<file path="config.mk">
export PLATFORM = sky130hd
export DESIGN_NAME = truth_table_sweeper
export DESIGN_NICKNAME = d
export VERILOG_FILES = /design/src/rtl/truth_table_pkg.sv /design/src/rtl/truth_table_sweeper_settle_timer.sv /design/src/rtl/truth_table_sweeper.sv
export SDC_FILE = /design/constraint.sdc
export NUM_CORES = 1
export LEC_CHECK = 0
export BUFFER_PORTS_ARGS = -buffer_cell sky130_fd_sc_hd__clkbuf_2
export CORE_ASPECT_RATIO = 0.7
export CORE_UTILIZATION = 60
export DETAILED_ROUTE_END_ITERATION = 8
export PLACE_DENSITY_LB_ADDON = 0.1
export REMOVE_ABC_BUFFERS = 1
export SETUP_SLACK_MARGIN = 0.5
export SLEW_MARGIN = 10
export SYNTH_ARGS = -nofsm -noshare
export SYNTH_HDL_FRONTEND = slang
export SYNTH_SLANG_ARGS = --single-unit
</file>
<file path="constraint.sdc">
create_clock -name clk -period 5.5 [get_ports clk]
set_input_delay 1.1 -clock clk [delete_from_list [all_inputs] [get_ports clk]]
set_output_delay 1.1 -clock clk [all_outputs]
set_load 0.01 [all_outputs]
</file>
<file path="src/rtl/truth_table_pkg.sv">
// Shared constants and state encoding for the truth-table sweeper.
// Latency: n/a (definitions only).
// Backpressure: n/a (definitions only).
package truth_table_pkg;

   localparam int N_INPUTS              = 3;
   localparam int N_ROWS                = 8;
   localparam int DEFAULT_SETTLE_CYCLES = 4;
   localparam int CNT_W                 = 8;

   typedef enum logic [1:0] {
      ST_IDLE   = 2'd0,
      ST_SETTLE = 2'd1,
      ST_DONE   = 2'd2
   } state_e;

endpackage

</file>
<file path="src/rtl/truth_table_sweeper_settle_timer.sv">
// Down-counter that times how long each input row is held before sampling.
// Latency: zero flag reflects the registered count; load/decrement take effect next edge.
// Backpressure: none; load wins over decrement when both are requested.
module settle_timer
   import truth_table_pkg::*;
(
   input  logic             clk,
   input  logic             reset,
   input  logic             load,
   input  logic [CNT_W-1:0] load_val,
   input  logic             dec,
   output logic             zero
);

   logic [CNT_W-1:0] cnt_q;
   logic [CNT_W-1:0] cnt_d;

   // Next count: reload, count down (saturating at zero), or hold.
   always_comb begin
      cnt_d = cnt_q;
      if (load) begin
         cnt_d = load_val;
      end else if (dec && (cnt_q != '0)) begin
         cnt_d = cnt_q - 1'b1;
      end
   end

   // Counter register, cleared asynchronously.
   always_ff @(posedge clk or posedge reset) begin
      if (reset) begin
         cnt_q <= '0;
      end else begin
         cnt_q <= cnt_d;
      end
   end

   assign zero = (cnt_q == '0);

endmodule

</file>
<file path="src/rtl/truth_table_sweeper.sv">
// Walks all 8 rows of a 3-input circuit, samples its output, compares with an expected code.
// Latency: row k sampled SETTLE_CYCLES*(k+1) edges after start; done one cycle after last sample.
// Backpressure: none; start ignored while busy, abort cancels a sweep at the next edge.
module truth_table_sweeper
   import truth_table_pkg::*;
#(
   parameter int SETTLE_CYCLES = DEFAULT_SETTLE_CYCLES
)
(
   input  logic                clk,
   input  logic                reset,
   input  logic                start,
   input  logic                abort,
   input  logic [N_ROWS-1:0]   expected,
   input  logic                dut_out,
   output logic [N_INPUTS-1:0] drive,
   output logic                busy,
   output logic                done,
   output logic [N_ROWS-1:0]   table_code,
   output logic                pass,
   output logic [N_ROWS-1:0]   mismatch_mask
);

   localparam logic [1:0] S_IDLE   = 2'(ST_IDLE);
   localparam logic [1:0] S_SETTLE = 2'(ST_SETTLE);
   localparam logic [1:0] S_DONE   = 2'(ST_DONE);

   localparam logic [CNT_W-1:0]    RELOAD   = CNT_W'(SETTLE_CYCLES - 1);
   localparam logic [N_INPUTS-1:0] LAST_ROW = N_INPUTS'(N_ROWS - 1);

   logic [1:0]          state_q,  state_d;
   logic [N_INPUTS-1:0] row_q,    row_d;
   logic [N_ROWS-1:0]   shadow_q, shadow_d;
   logic [N_ROWS-1:0]   exp_q,    exp_d;
   logic [N_ROWS-1:0]   code_q,   code_d;
   logic [N_ROWS-1:0]   mask_q,   mask_d;
   logic                pass_q,   pass_d;

   logic tmr_load;
   logic tmr_dec;
   logic tmr_zero;

   settle_timer u_settle_timer (
      .clk      (clk),
      .reset    (reset),
      .load     (tmr_load),
      .load_val (RELOAD),
      .dec      (tmr_dec),
      .zero     (tmr_zero)
   );

   // Sweep sequencing: accept start, capture one row per settle period, publish results only on completion.
   always_comb begin
      state_d  = state_q;
      row_d    = row_q;
      shadow_d = shadow_q;
      exp_d    = exp_q;
      code_d   = code_q;
      mask_d   = mask_q;
      pass_d   = pass_q;
      tmr_load = 1'b0;
      tmr_dec  = 1'b0;
      case (state_q)
         S_IDLE: begin
            if (start && !abort) begin
               state_d  = S_SETTLE;
               row_d    = '0;
               shadow_d = '0;
               exp_d    = expected;
               tmr_load = 1'b1;
            end
         end
         S_SETTLE: begin
            if (abort) begin
               // Abort outranks a capture due on the same edge; results stay untouched.
               state_d = S_IDLE;
               row_d   = '0;
            end else if (tmr_zero) begin
               shadow_d[row_q] = dut_out;
               if (row_q == LAST_ROW) begin
                  state_d = S_DONE;
                  row_d   = '0;
                  code_d  = shadow_d;
                  mask_d  = shadow_d ^ exp_q;
                  pass_d  = (shadow_d == exp_q);
               end else begin
                  row_d    = row_q + 1'b1;
                  tmr_load = 1'b1;
               end
            end else begin
               tmr_dec = 1'b1;
            end
         end
         S_DONE: begin
            state_d = S_IDLE;
         end
         default: begin
            state_d = S_IDLE;
            row_d   = '0;
         end
      endcase
   end

   // State and result registers, cleared asynchronously.
   always_ff @(posedge clk or posedge reset) begin
      if (reset) begin
         state_q  <= S_IDLE;
         row_q    <= '0;
         shadow_q <= '0;
         exp_q    <= '0;
         code_q   <= '0;
         mask_q   <= '0;
         pass_q   <= 1'b0;
      end else begin
         state_q  <= state_d;
         row_q    <= row_d;
         shadow_q <= shadow_d;
         exp_q    <= exp_d;
         code_q   <= code_d;
         mask_q   <= mask_d;
         pass_q   <= pass_d;
      end
   end

   // row_q is forced to zero whenever the FSM leaves SETTLE, so it can drive the circuit directly.
   assign drive         = row_q;
   assign busy          = (state_q != S_IDLE);
   assign done          = (state_q == S_DONE);
   assign table_code    = code_q;
   assign pass          = pass_q;
   assign mismatch_mask = mask_q;

endmodule

</file>
Word level (Yosys, flattened, before mapping)

Cells that the tools add are included.
W data, S select, Z words.

Register bits after elaboration: 46
Input port bits: 13
Output and inout bits: 22
Logic and storage cells: 66

Add/subtract/negate cells: 2
Magnitude comparators: 2
Eq/ne operators: 9
Multiplexer cells: 27
Bitwise logic cells: 3
Reduce and logical (&&, ||, !) cells: 15

Operators by type and width:

| cell                  | count |
|---|---|
| $mux W8               | 5 |
| $pmux W8 S2           | 1 |
| $mux W3               | 4 |
| $pmux W3 S3           | 1 |
| $bwmux W8             | 1 |
| $eq A8 B8 Y1          | 1 |
| $logic_not A8 Y1      | 1 |
| $mux W1               | 8 |
| $mux W2               | 4 |
| $reduce_and A4 Y1     | 2 |
| $reduce_bool A8 Y1    | 1 |
| $sub A8 B1 Y8 const B | 1 |
| $xor A8 B8 Y8         | 1 |
| $ne A2 B2 Y1 const B  | 3 |
| $ne A3 B3 Y1 const B  | 2 |
| $reduce_and A3 Y1     | 2 |
| $reduce_bool A2 Y1    | 3 |
| $lt A3 B4 Y1 const B  | 1 |
| $pmux W2 S2           | 1 |
| $add A3 B1 Y3 const B | 1 |
| $demux W1 S3          | 1 |
| $eq A3 B3 Y1 const B  | 1 |
| $ge A3 B1 Y1 const B  | 1 |
| $logic_and A1 B1 Y1   | 3 |
| 7 further kinds       | 8 |

Longest topological paths before layout

Gate-level depths: netlist of the first run.

Word-level depth: 8
Gate-level depth with buffers: 9
Gate-level depth less buffers: 7

Hierarchy

A second synthesis of the first run with hierarchy kept.

Cell total of the unflattened synthesis: 227
Area, all modules: 2402.3 um2

Modules (own cells, without submodules):

| module              | instances | cells each | area an instance (um2) |
|---|---|---|---|
| truth_table_sweeper | 1         | 174        | 1906.8 |
| settle_timer        | 1         | 53         | 495.5 |

Least setup slack after synthesis of the first run

OpenSTA, ideal clock, no wires.

Path type: input to register
From: input port dut_out
To: register pass_q, in the netlist pass
Setup time: 92 ps
Data arrival time: 2363 ps
Data required time: 5408 ps
Setup slack: 3046 ps
Cell stages on the path: 5
Path buffers: 1
Cells stage by stage: clkbuf_1 mux2i_1 xnor2_1 or4_1 o31ai_2

Longest elaborated chain between the ends: 2

Ends and longest elaborated chain:

| element                | RTL line                   | text |
|---|---|---|
| start: declaration     | truth_table_sweeper.sv:15  | `input logic dut_out,` |
| $bwmux W8              | truth_table_sweeper.sv:79  | `shadow_d[row_q] = dut_out;` |
| $eq A8 B8 Y1           | truth_table_sweeper.sv:85  | `pass_d = (shadow_d == exp_q);` |
| end signal: assignment | truth_table_sweeper.sv:121 | `pass_q <= pass_d;` |
| end: declaration       | truth_table_sweeper.sv:37  | `logic pass_q, pass_d;` |

No other way between the ends.
A chain may end at the register's enable or synchronous reset.

Worst setup path in the final report of the first run

From: input port abort
To: register mask_q[6], in the netlist mismatch_mask[6]

Longest elaborated chain between the ends: 2

Ends and longest elaborated chain:

| element                     | RTL line                   | text |
|---|---|---|
| start: declaration          | truth_table_sweeper.sv:13  | `input logic abort,` |
| $not A1 Y1 (no line)        | -                          |  |
| $reduce_and A4 Y1 (no line) | -                          |  |
| end signal: assignment      | truth_table_sweeper.sv:120 | `mask_q <= mask_d;` |
| end: declaration            | truth_table_sweeper.sv:36  | `logic [N_ROWS-1:0] mask_q, mask_d;` |

No other way between the ends.

==> results of run 1 <==
==> worst max-delay path: cells and delay by family <==
kind | cells | cell delay, ps
buffers and inverters | 1 | 110
muxes | 1 | 400
and+or+nand+nor | 3 | 1050
==> worst max path at each step <==
stage / endpoint / slack (ps) / depth (start not counted)
global placement: mismatch_mask[2] / 2810 / 5
detailed placement: mismatch_mask[6] / 2670 / 5
finish: mismatch_mask[6] / 3000 / 5
CTS: mismatch_mask[6] / 2980 / 5
floorplan: shadow_q[0] / 2830 / 4
global route: mismatch_mask[6] / 2840 / 5
==> final cells by class <==
class / instances / share of cell area
flip-flops and latches: 46 / 0.451
multi-input cells: 143 / 0.404
repair buffers: 36 / 0.0726
clock buffers: 7 / 0.0339
well taps: 50 / 0.0245
inverters: 8 / 0.0118
clock inverters: 1 / 0.00196
==> cells in the mapped netlist (all sizes together) <==
library cell and count:
a211o 1, a21oi 2, a32o 1, and3 1, buf 5, clkbuf 4
dfrtp 46, ha 4, inv 8, mux2 18, mux2i 9, nand2 20
nand2b 2, nand3 4, nand3b 3, nor2 16, nor2b 5, nor3 2
nor3b 6, nor4 1, o211ai 1, o21ai 21, o22ai 1, o31ai 1
o41ai 1, or2 2, or3 4, or3b 1, or4 2, xnor2 8
xor2 6
==> cells by family (layout without fill, tap and decap cells) <==
logic type                 after synthesis  in the layout  synth area share
DFF                                     46             46             0.507
adders and majority gates                4              4            0.0221
AOI/OAI and AO/OA                       29             29            0.0744
buffers and inverters                   17             52            0.0391
xor gates and xnor gates                14             14            0.0540
and+or+nand+nor                         69             69             0.174
muxes                                   27             27             0.129
==> registers in the layout (all words and copies together), names as in the netlist <==
name                  count
drive                     3
pass                      1
shadow_q                  8
mismatch_mask             8
u_settle_timer.cnt_q      8
state_q                   2
exp_q                     8
table_code                8
==> where the power goes <==
group | internal (mW) | switching [mW] | leakage (nW)
Sequential | 0.385 | 0.0585 | 0.615
Clock | 0.101 | 0.106 | 0.0482
Combinational | 0.107 | 0.121 | 0.665
==> through the flow <==
stage,utilization,cells
5_1_grt,0.717,291
3_3_place_gp,0.691,283
4_1_cts,0.717,291
6_report,0.717,291
3_5_place_dp,0.691,283
2_1_floorplan,-,197
==> layer usage <==
metal | vias to the layer above | GRT usage | share of wire
li1 | 774 | - | -
met1 | 791 | 0.357 | 0.48
met2 | 38 | 0.411 | 0.47
met3 | 7 | 0.0590 | 0.038
met4 | 0 | 0.114 | 0.0092
met5 | - | 0 | 0
==> metrics.yaml, run 1 <==
die:
  start_util: 0.638
  rows: 18
  dieWidth_um: 75.5
  die_height_um: 53.5
  die-area_um2: 4040
  ioPinCount: 35
  core-area_um2: 3560
setup_path:
  worst-setup-path-type: "primary input to flop"
  crit_chain: "clkbuf_2 -> nor3b_1 -> and3_1 -> nand2_2 -> mux2_2"
  r2r-start: "drive[0]"
  r2r-end: "pass"
  critPathMaxStageDelay_ps: 400
  crit_path_end_kind: "flop"
  cp-start-kind: "primary input"
  startpoint: "abort"
  cp_max_fo: 27
  r2r_cells: 5
  critPathArrivalTime_ps: 2670
  rrSetupSlack_ps: 3090
  cp.required_ps: 5670
  critPathSlowestCell: "nor3b_1"
final_layout:
  nets: 257
  synthToLayoutAreaGrowth_pct: 12.3
  fill_cells: 291
  seqCellArea_um2: 1150
  finalInstanceArea_um2: 2550
  mostFrequentLayoutCells: "dfrtp_1 (46), clkbuf_2 (34), o21ai_0 (21), nand2_1 (19), mux2_2 (18)"
  multi_input_area_um2: 1030
  layout-drive-gt1-share: 0.286
  diodes: 0
  layout_commonest_cell: "dfrtp_1"
power:
  ir_drop_mv: 0.185
  total_power_mw: 0.880
  power_density_nw_per_um2: 345
  power_leakage_nw: 1.33
grt:
  grt_max_degree: 47
  grtUsageTotal: 0.264
  antenna_found_initial: 0
  grt_pass1_vias: 1606
  grt_pass1_wl_um: 7450
  grt.overflow.total: 0
synth:
  syn_inst: 206
  synth_area_leaders: "dfrtp_1 (51%), mux2_2 (8.9%), o21ai_0 (4.6%), mux2i_1 (4.0%), nand2_1 (3.1%)"
  synth_top_area_share: 0.507
  synth.largest_area_cell: "dfrtp_1"
  syn_area_um2: 2270
  ys_types: 35
  ys_seq_area_frac: 0.507
  synth-seq-cells: 46
  ys_warn_count: 0
  synth_area_per_cell_um2: 11.0
drt:
  routed_via_density: 5.53
  drc: 0
  vias: 1610
  drt_iter0_drc: 66
  wl_um: 4540
  ant_nets: 0
  first_pass_iters: 4
  wire_per_inst_um: 15.6
clock_network:
  htree_levels: 2
  cts.sinks: 46
  cts_tree: "done"
  cts_resized: 0
  ctsHoldBuffers: 0
  cts.reportedPaths.clkPinSlew_ps: 70
  numCtsBuffers: 5
  clk_latency_ps: 290
  max-clock-path-buffers: 2
  root_buffer: "clkbuf_8"
  cts_setup_buffers: 0
sta:
  drv_slew: 0
  fin_tns_setup_ps: 0
  setup_viol: 0
  min_period_ps: 2500
  post-route-period-util: 0.455
  max_slew_margin: 0.624
  max_freq_mhz: 400
  hold_viol: 0
  finalClockSkew_ps: 9.01
  fin_ws_ps: 3000
  rsz0062_at_grt: "no"
  worst_pin_slew_ps: 564
  worst_hold_slack_ps: 487
job:
  drv_cap: 0
run_status:
  outcome: "finished clean"
placement:
  pre_cts_slack_ps: 2670
  port_buffers: 34
  placed_cell_area_um2: 2460
  gp_congestion: 0.800
  hpwlAfterDp_um: 3300
min_path:
  hold_class: "flop to flop"
  hold_depth: 2
  min_to: "table_code[6]"
  hold_start: "table_code[6]"
Power figures use the tool's default switching activity.
==> inputs of run 2 (changes only) <==
CORE_UTILIZATION = 51   (was 60)
clock period = 2 ns   (was 5.5 ns; I/O delays follow)
==> metrics.yaml, run 2 (synthesis gave the netlist of run 1 again) <==
power:
  p_sw_frac: 0.354
  total_power_mw: 3.24
  ir_drop_mv: 0.644
  power_leakage_nw: 1.75
  comb_power_share: 0.430
  p_clk_frac: 0.185
  power_density_nw_per_um2: 940
  p_seq_frac: 0.385
  intPower_mw: 2.09
  p_sw_mw: 1.15
drt:
  wire_per_inst_um: 21.3
  wl_um: 7390
  drc: 0
  ant_nets: 0
  drt_iter0_drc: 157
  first_pass_iters: 5
  routed_via_density: 6.09
  vias: 2112
clock_network:
  numCtsBuffers: 5
  htree_levels: 2
  root_buffer: "clkbuf_8"
  max-clock-path-buffers: 2
  cts_tree: "done"
  clk_latency_ps: 310
  cts.sinks: 46
  cts.reportedPaths.clkPinSlew_ps: 90
grt:
  met2_usage: 0.449
  busiest_layer: "met2"
  use_met3: 0.0787
  grt.met1_usage: 0.373
  grt_max_degree: 47
  grt_pass1_vias: 1940
  grtUsageTotal: 0.283
  grt.overflow.total: 0
  grt_pass1_wl_um: 9650
  antenna_found_initial: 0
run_status:
  outcome: "complete, but fails checks"
  violations: "negative setup slack"
placement:
  placed_cell_area_um2: 2600
  dp.cells: 301
  hpwlAfterDp_um: 3370
  port_buffers: 34
  pre_cts_slack_ps: -122
  gp_congestion: 0.884
sta:
  fin_ws_ps: -145
  rsz0062_at_grt: "yes"
  max_slew_margin: 0.614
  finalClockSkew_ps: 11.2
  worst_hold_slack_ps: 211
  min_period_ps: 2150
  drv_slew: 0
  max_freq_mhz: 466
  worst_pin_slew_ps: 579
  fin_tns_setup_ps: -168
  post-route-period-util: 1.07
  setup_viol: 2
  hold_viol: 0
setup_path:
  cp.required_ps: 2210
  critPathArrivalTime_ps: 2360
  crit_path_end_kind: "flop"
  rrSetupSlack_ps: -150
  worst-setup-path-type: "flop to flop"
  cp_max_fo: 7
  cp-start-kind: "flop"
die:
  dieWidth_um: 81.7
  rows: 19
  die-area_um2: 4730
  die_height_um: 57.8
  core-area_um2: 4090
  ioPinCount: 35
  start_util: 0.555
final_layout:
  finalInstanceArea_um2: 3440
  post-route-util: 0.842
  mostFrequentLayoutCells: "dfrtp_1 (43), buf_4 (36), clkbuf_2 (30), buf_6 (18), o21ai_1 (17)"
  synthToLayoutAreaGrowth_pct: 51.7
  layout_commonest_cell: "dfrtp_1"
  nets: 311
  instances_no_fill: 347
  diodes: 0
  layout-drive-gt1-share: 0.580
job:
  drv_cap: 0
min_path:
  hold_class: "primary input to asynchronous set/reset pin"
run 2: worst max-delay path, cell delays in order, from the launching register on:
cell	delay, ps
dfrtp_2	490
buf_4	180
nand3b_1	240
mux2i_2	300
xnor2_1	140
or4_1	530
o31ai_2	180
run 2: repair_timing:
action | in CTS | in global routing
setup endpoints to repair | 50 | 51
buffers inserted | 21 | 13
hold buffers | 0 | 0
gates cloned | 3 | 1
resized for setup | 62 | 68
pin swaps | 9 | 18
run 2: worst paths after layout:
check / from / to / cells after the start
setup / recovery: drive[2] / pass / 6
hold / removal: reset / shadow_q[1] / 3
setup reg to reg: drive[2] / pass / 6
hold reg to reg: table_code[3] / table_code[3] / 2
max in group asynchronous: reset / drive[0] / 3
min in group clk: expected[4] / exp_q[4] / 2
run 2: cell type report:
cell class	instances	area, µm²
timing repair buffer	90	743
tap	52	65.1
multi-input combinational	143	1360
inverter	8	30.0
clock inverter	1	5.00
sequential	46	1150
clock buffer	7	86.3
fill	210	647
run 2: power by group through the flow:
stage | Combinational [mW] | Clock (mW) | Sequential, mW
after global routing | 1.47 | 0.659 | 1.26
after global placement | 0.738 | 0 | 1.21
final | 1.39 | 0.600 | 1.24
after CTS | 1.06 | 0.602 | 1.22
after detailed placement | 0.761 | 0 | 1.22
after floorplan | 0.472 | 0 | 1.20
run 2: routing by layer:
metal | wire length, µm | share of wire | up-vias
met2 | 3400 | 0.46 | 112
met5 | 0 | 0 | -
met1 | 3100 | 0.42 | 1074
met3 | 563 | 0.076 | 37
li1 | - | - | 889
met4 | 321 | 0.043 | 0
==> inputs of run 3 (changes only) <==
ABC_AREA = 1   (was not set)
==> metrics.yaml, run 3 <==
final_layout:
  seqCellArea_um2: 1150
  mostFrequentLayoutCells: "nand2_1 (51), dfrtp_1 (43), nand3_1 (35), clkbuf_2 (32), inv_1 (24)"
  multi_input_area_um2: 1260
  finalInstanceArea_um2: 3090
  layout-drive-gt1-share: 0.377
  diodes: 0
  nets: 374
  fill_cells: 361
  synthToLayoutAreaGrowth_pct: 25.5
  layout_commonest_cell: "nand2_1"
  post-route-util: 0.690
placement:
  port_buffers: 34
  hpwlAfterDp_um: 3740
  gp_congestion: 0.841
  placed_cell_area_um2: 2650
die:
  die-area_um2: 5110
  start_util: 0.549
  rows: 20
  die_height_um: 60.1
  ioPinCount: 35
  dieWidth_um: 85.0
  core-area_um2: 4480
sta:
  fin_tns_setup_ps: 0
  hold_viol: 0
  worst_pin_slew_ps: 513
  post-route-period-util: 0.787
  max_freq_mhz: 635
  max_slew_margin: 0.658
  worst_hold_slack_ps: 97.9
  setup_viol: 0
  drv_slew: 0
  rsz0062_at_grt: "yes"
  min_period_ps: 1570
  finalClockSkew_ps: 5.45
drt:
  first_pass_iters: 4
  drt_iter0_drc: 132
  ant_nets: 0
  vias: 2222
  wl_um: 6010
  wire_per_inst_um: 14.6
  drc: 0
  routed_via_density: 5.38
clock_network:
  cts.reportedPaths.clkPinSlew_ps: 90
  root_buffer: "clkbuf_8"
  htree_levels: 2
  ctsHoldBuffers: 0
  max-clock-path-buffers: 2
  numCtsBuffers: 5
  clk_latency_ps: 310
  cts_tree: "done"
  cts.sinks: 46
synth:
  synthXorXnorAreaFrac: 0.00712
  ys_types: 27
  synth.largest_area_cell: "dfrtp_1"
  ys.flop_type: "dfrtp_1"
  synth-simple-area-share: 0.315
  syn_inst: 304
  syn_area_um2: 2460
  synth_common_cells: "nand2_1 (70), dfrtp_1 (46), nand3_1 (35)"
  synth-edff-count: 0
  synth_compound_area_frac: 0.0808
  ys_warn_count: 0
  synth_top_area_share: 0.468
  synth_area_leaders: "dfrtp_1 (47%), nand2_1 (11%), nand3_1 (7.1%), inv_1 (4.6%), o21ai_1 (4.3%)"
  yosysMostFrequentCell: "nand2_1"
  ys_seq_area_frac: 0.468
  synth_top_family_by_area: "simple AND/OR/NAND/NOR gates"
  synthMuxAreaShare: 0.00458
  synth-seq-cells: 46
  synth_area_per_cell_um2: 8.10
  async_flop_share: 1.00
  synthAdderAreaFrac: 0.0203
power:
  power_density_nw_per_um2: 828
  power_leakage_nw: 1.56
  ir_drop_mv: 0.638
run_status:
  outcome: "finished clean"
setup_path:
  cp_max_fo: 8
  critPathArrivalTime_ps: 1770
  cp-start-kind: "flop"
  worst-setup-path-type: "flop to flop"
  cp.required_ps: 2200
  crit_path_end_kind: "flop"
grt:
  antenna_found_initial: 0
  grt_max_degree: 25
  grt_pass1_vias: 1973
  grt_pass1_wl_um: 9520
  grtUsageTotal: 0.250
  grt.overflow.total: 0
min_path:
  hold_class: "primary input to asynchronous set/reset pin"
job:
  drv_cap: 0
==> run 3: cell count changes in the layout (fill, tap and decap cells not counted), moves of 11 or more <==
| cell | previous run | this run |
|---|---|---|
| mux2_4 | 14 | 0 |
| inv_1 | 4 | 24 |
| inv_2 | 3 | 18 |
| nand4_1 | 0 | 11 |
| nand2_1 | 10 | 51 |
| nand3_1 | 3 | 35 |
| buf_6 | 18 | 3 |
| buf_4 | 36 | 15 |
| nand2_2 | 5 | 23 |
==> run 3: final timing paths <==
kind	start	endpoint	slack, ps	depth (start not counted)
max	u_settle_timer.cnt_q[0]	table_code[7]	430	10
min	reset	table_code[4]	100	2
max reg2reg	u_settle_timer.cnt_q[0]	table_code[7]	430	10
min reg2reg	mismatch_mask[7]	mismatch_mask[7]	490	2
max in group asynchronous	reset	state_q[1]	1380	3
min in group clk	expected[0]	exp_q[0]	320	2
==> run 3: cell families after synthesis <==
logic type | count (synthesis)
compound gates | 39
simple gates | 160
fa+ha+maj | 4
flops | 46
mux | 1
xor+xnor | 2
buf+inv | 52
==> run 3: through the flow <==
stage	setup WS [ps]	cells	total power, mW
after detailed placement	134	388	1.78
after CTS	457	405	2.48
after global placement	212	388	1.77
final	425	413	2.56
after floorplan	353	295	1.61
after global routing	302	413	2.70
==> run 3: metal layers <==
metal	share of wire	vias up	track usage	wire, µm
li1	-	1102	-	-
met4	0.012	0	0.0726	73
met2	0.44	73	0.394	2660
met5	0	-	0	0
met1	0.49	1039	0.356	2930
met3	0.058	8	0.0456	347
==> run 3: final cells by class <==
class                           count  share of cell area
Clock buffer                        7              0.0279
Inverter                           43              0.0539
Multi-Input combinational cell    209               0.408
Sequential cell                    46               0.374
Tap cell                           55              0.0223
Clock inverter                      1             0.00162
Timing Repair Buffer               52               0.112
==> run 3: critical path, stage by stage, from the launching register on <==
cell and delay [ps]:
dfrtp_1 410, inv_2 90, ha_4 130, inv_2 30
nor3_2 120, nand2_2 120, nor2_4 170, buf_12 170
nand2_8 90, nand2_2 70, o21ai_1 50
==> run 3: where the power goes <==
| part | internal, mW | total, mW | switching [mW] |
|---|---|---|---|
| registers | 1.04 | 1.12 | 0.0798 |
| clock network | 0.280 | 0.605 | 0.326 |
| logic | 0.307 | 0.834 | 0.527 |
==> run 3: repair_timing <==
| item | 4_1_cts | 5_1_grt |
|---|---|---|
| endpoints found under the setup margin | 37 | 39 |
| cloned | 3 | 0 |
| buffers inserted | 6 | 8 |
| pin swaps | 5 | 10 |
| resized for setup | 34 | 25 |
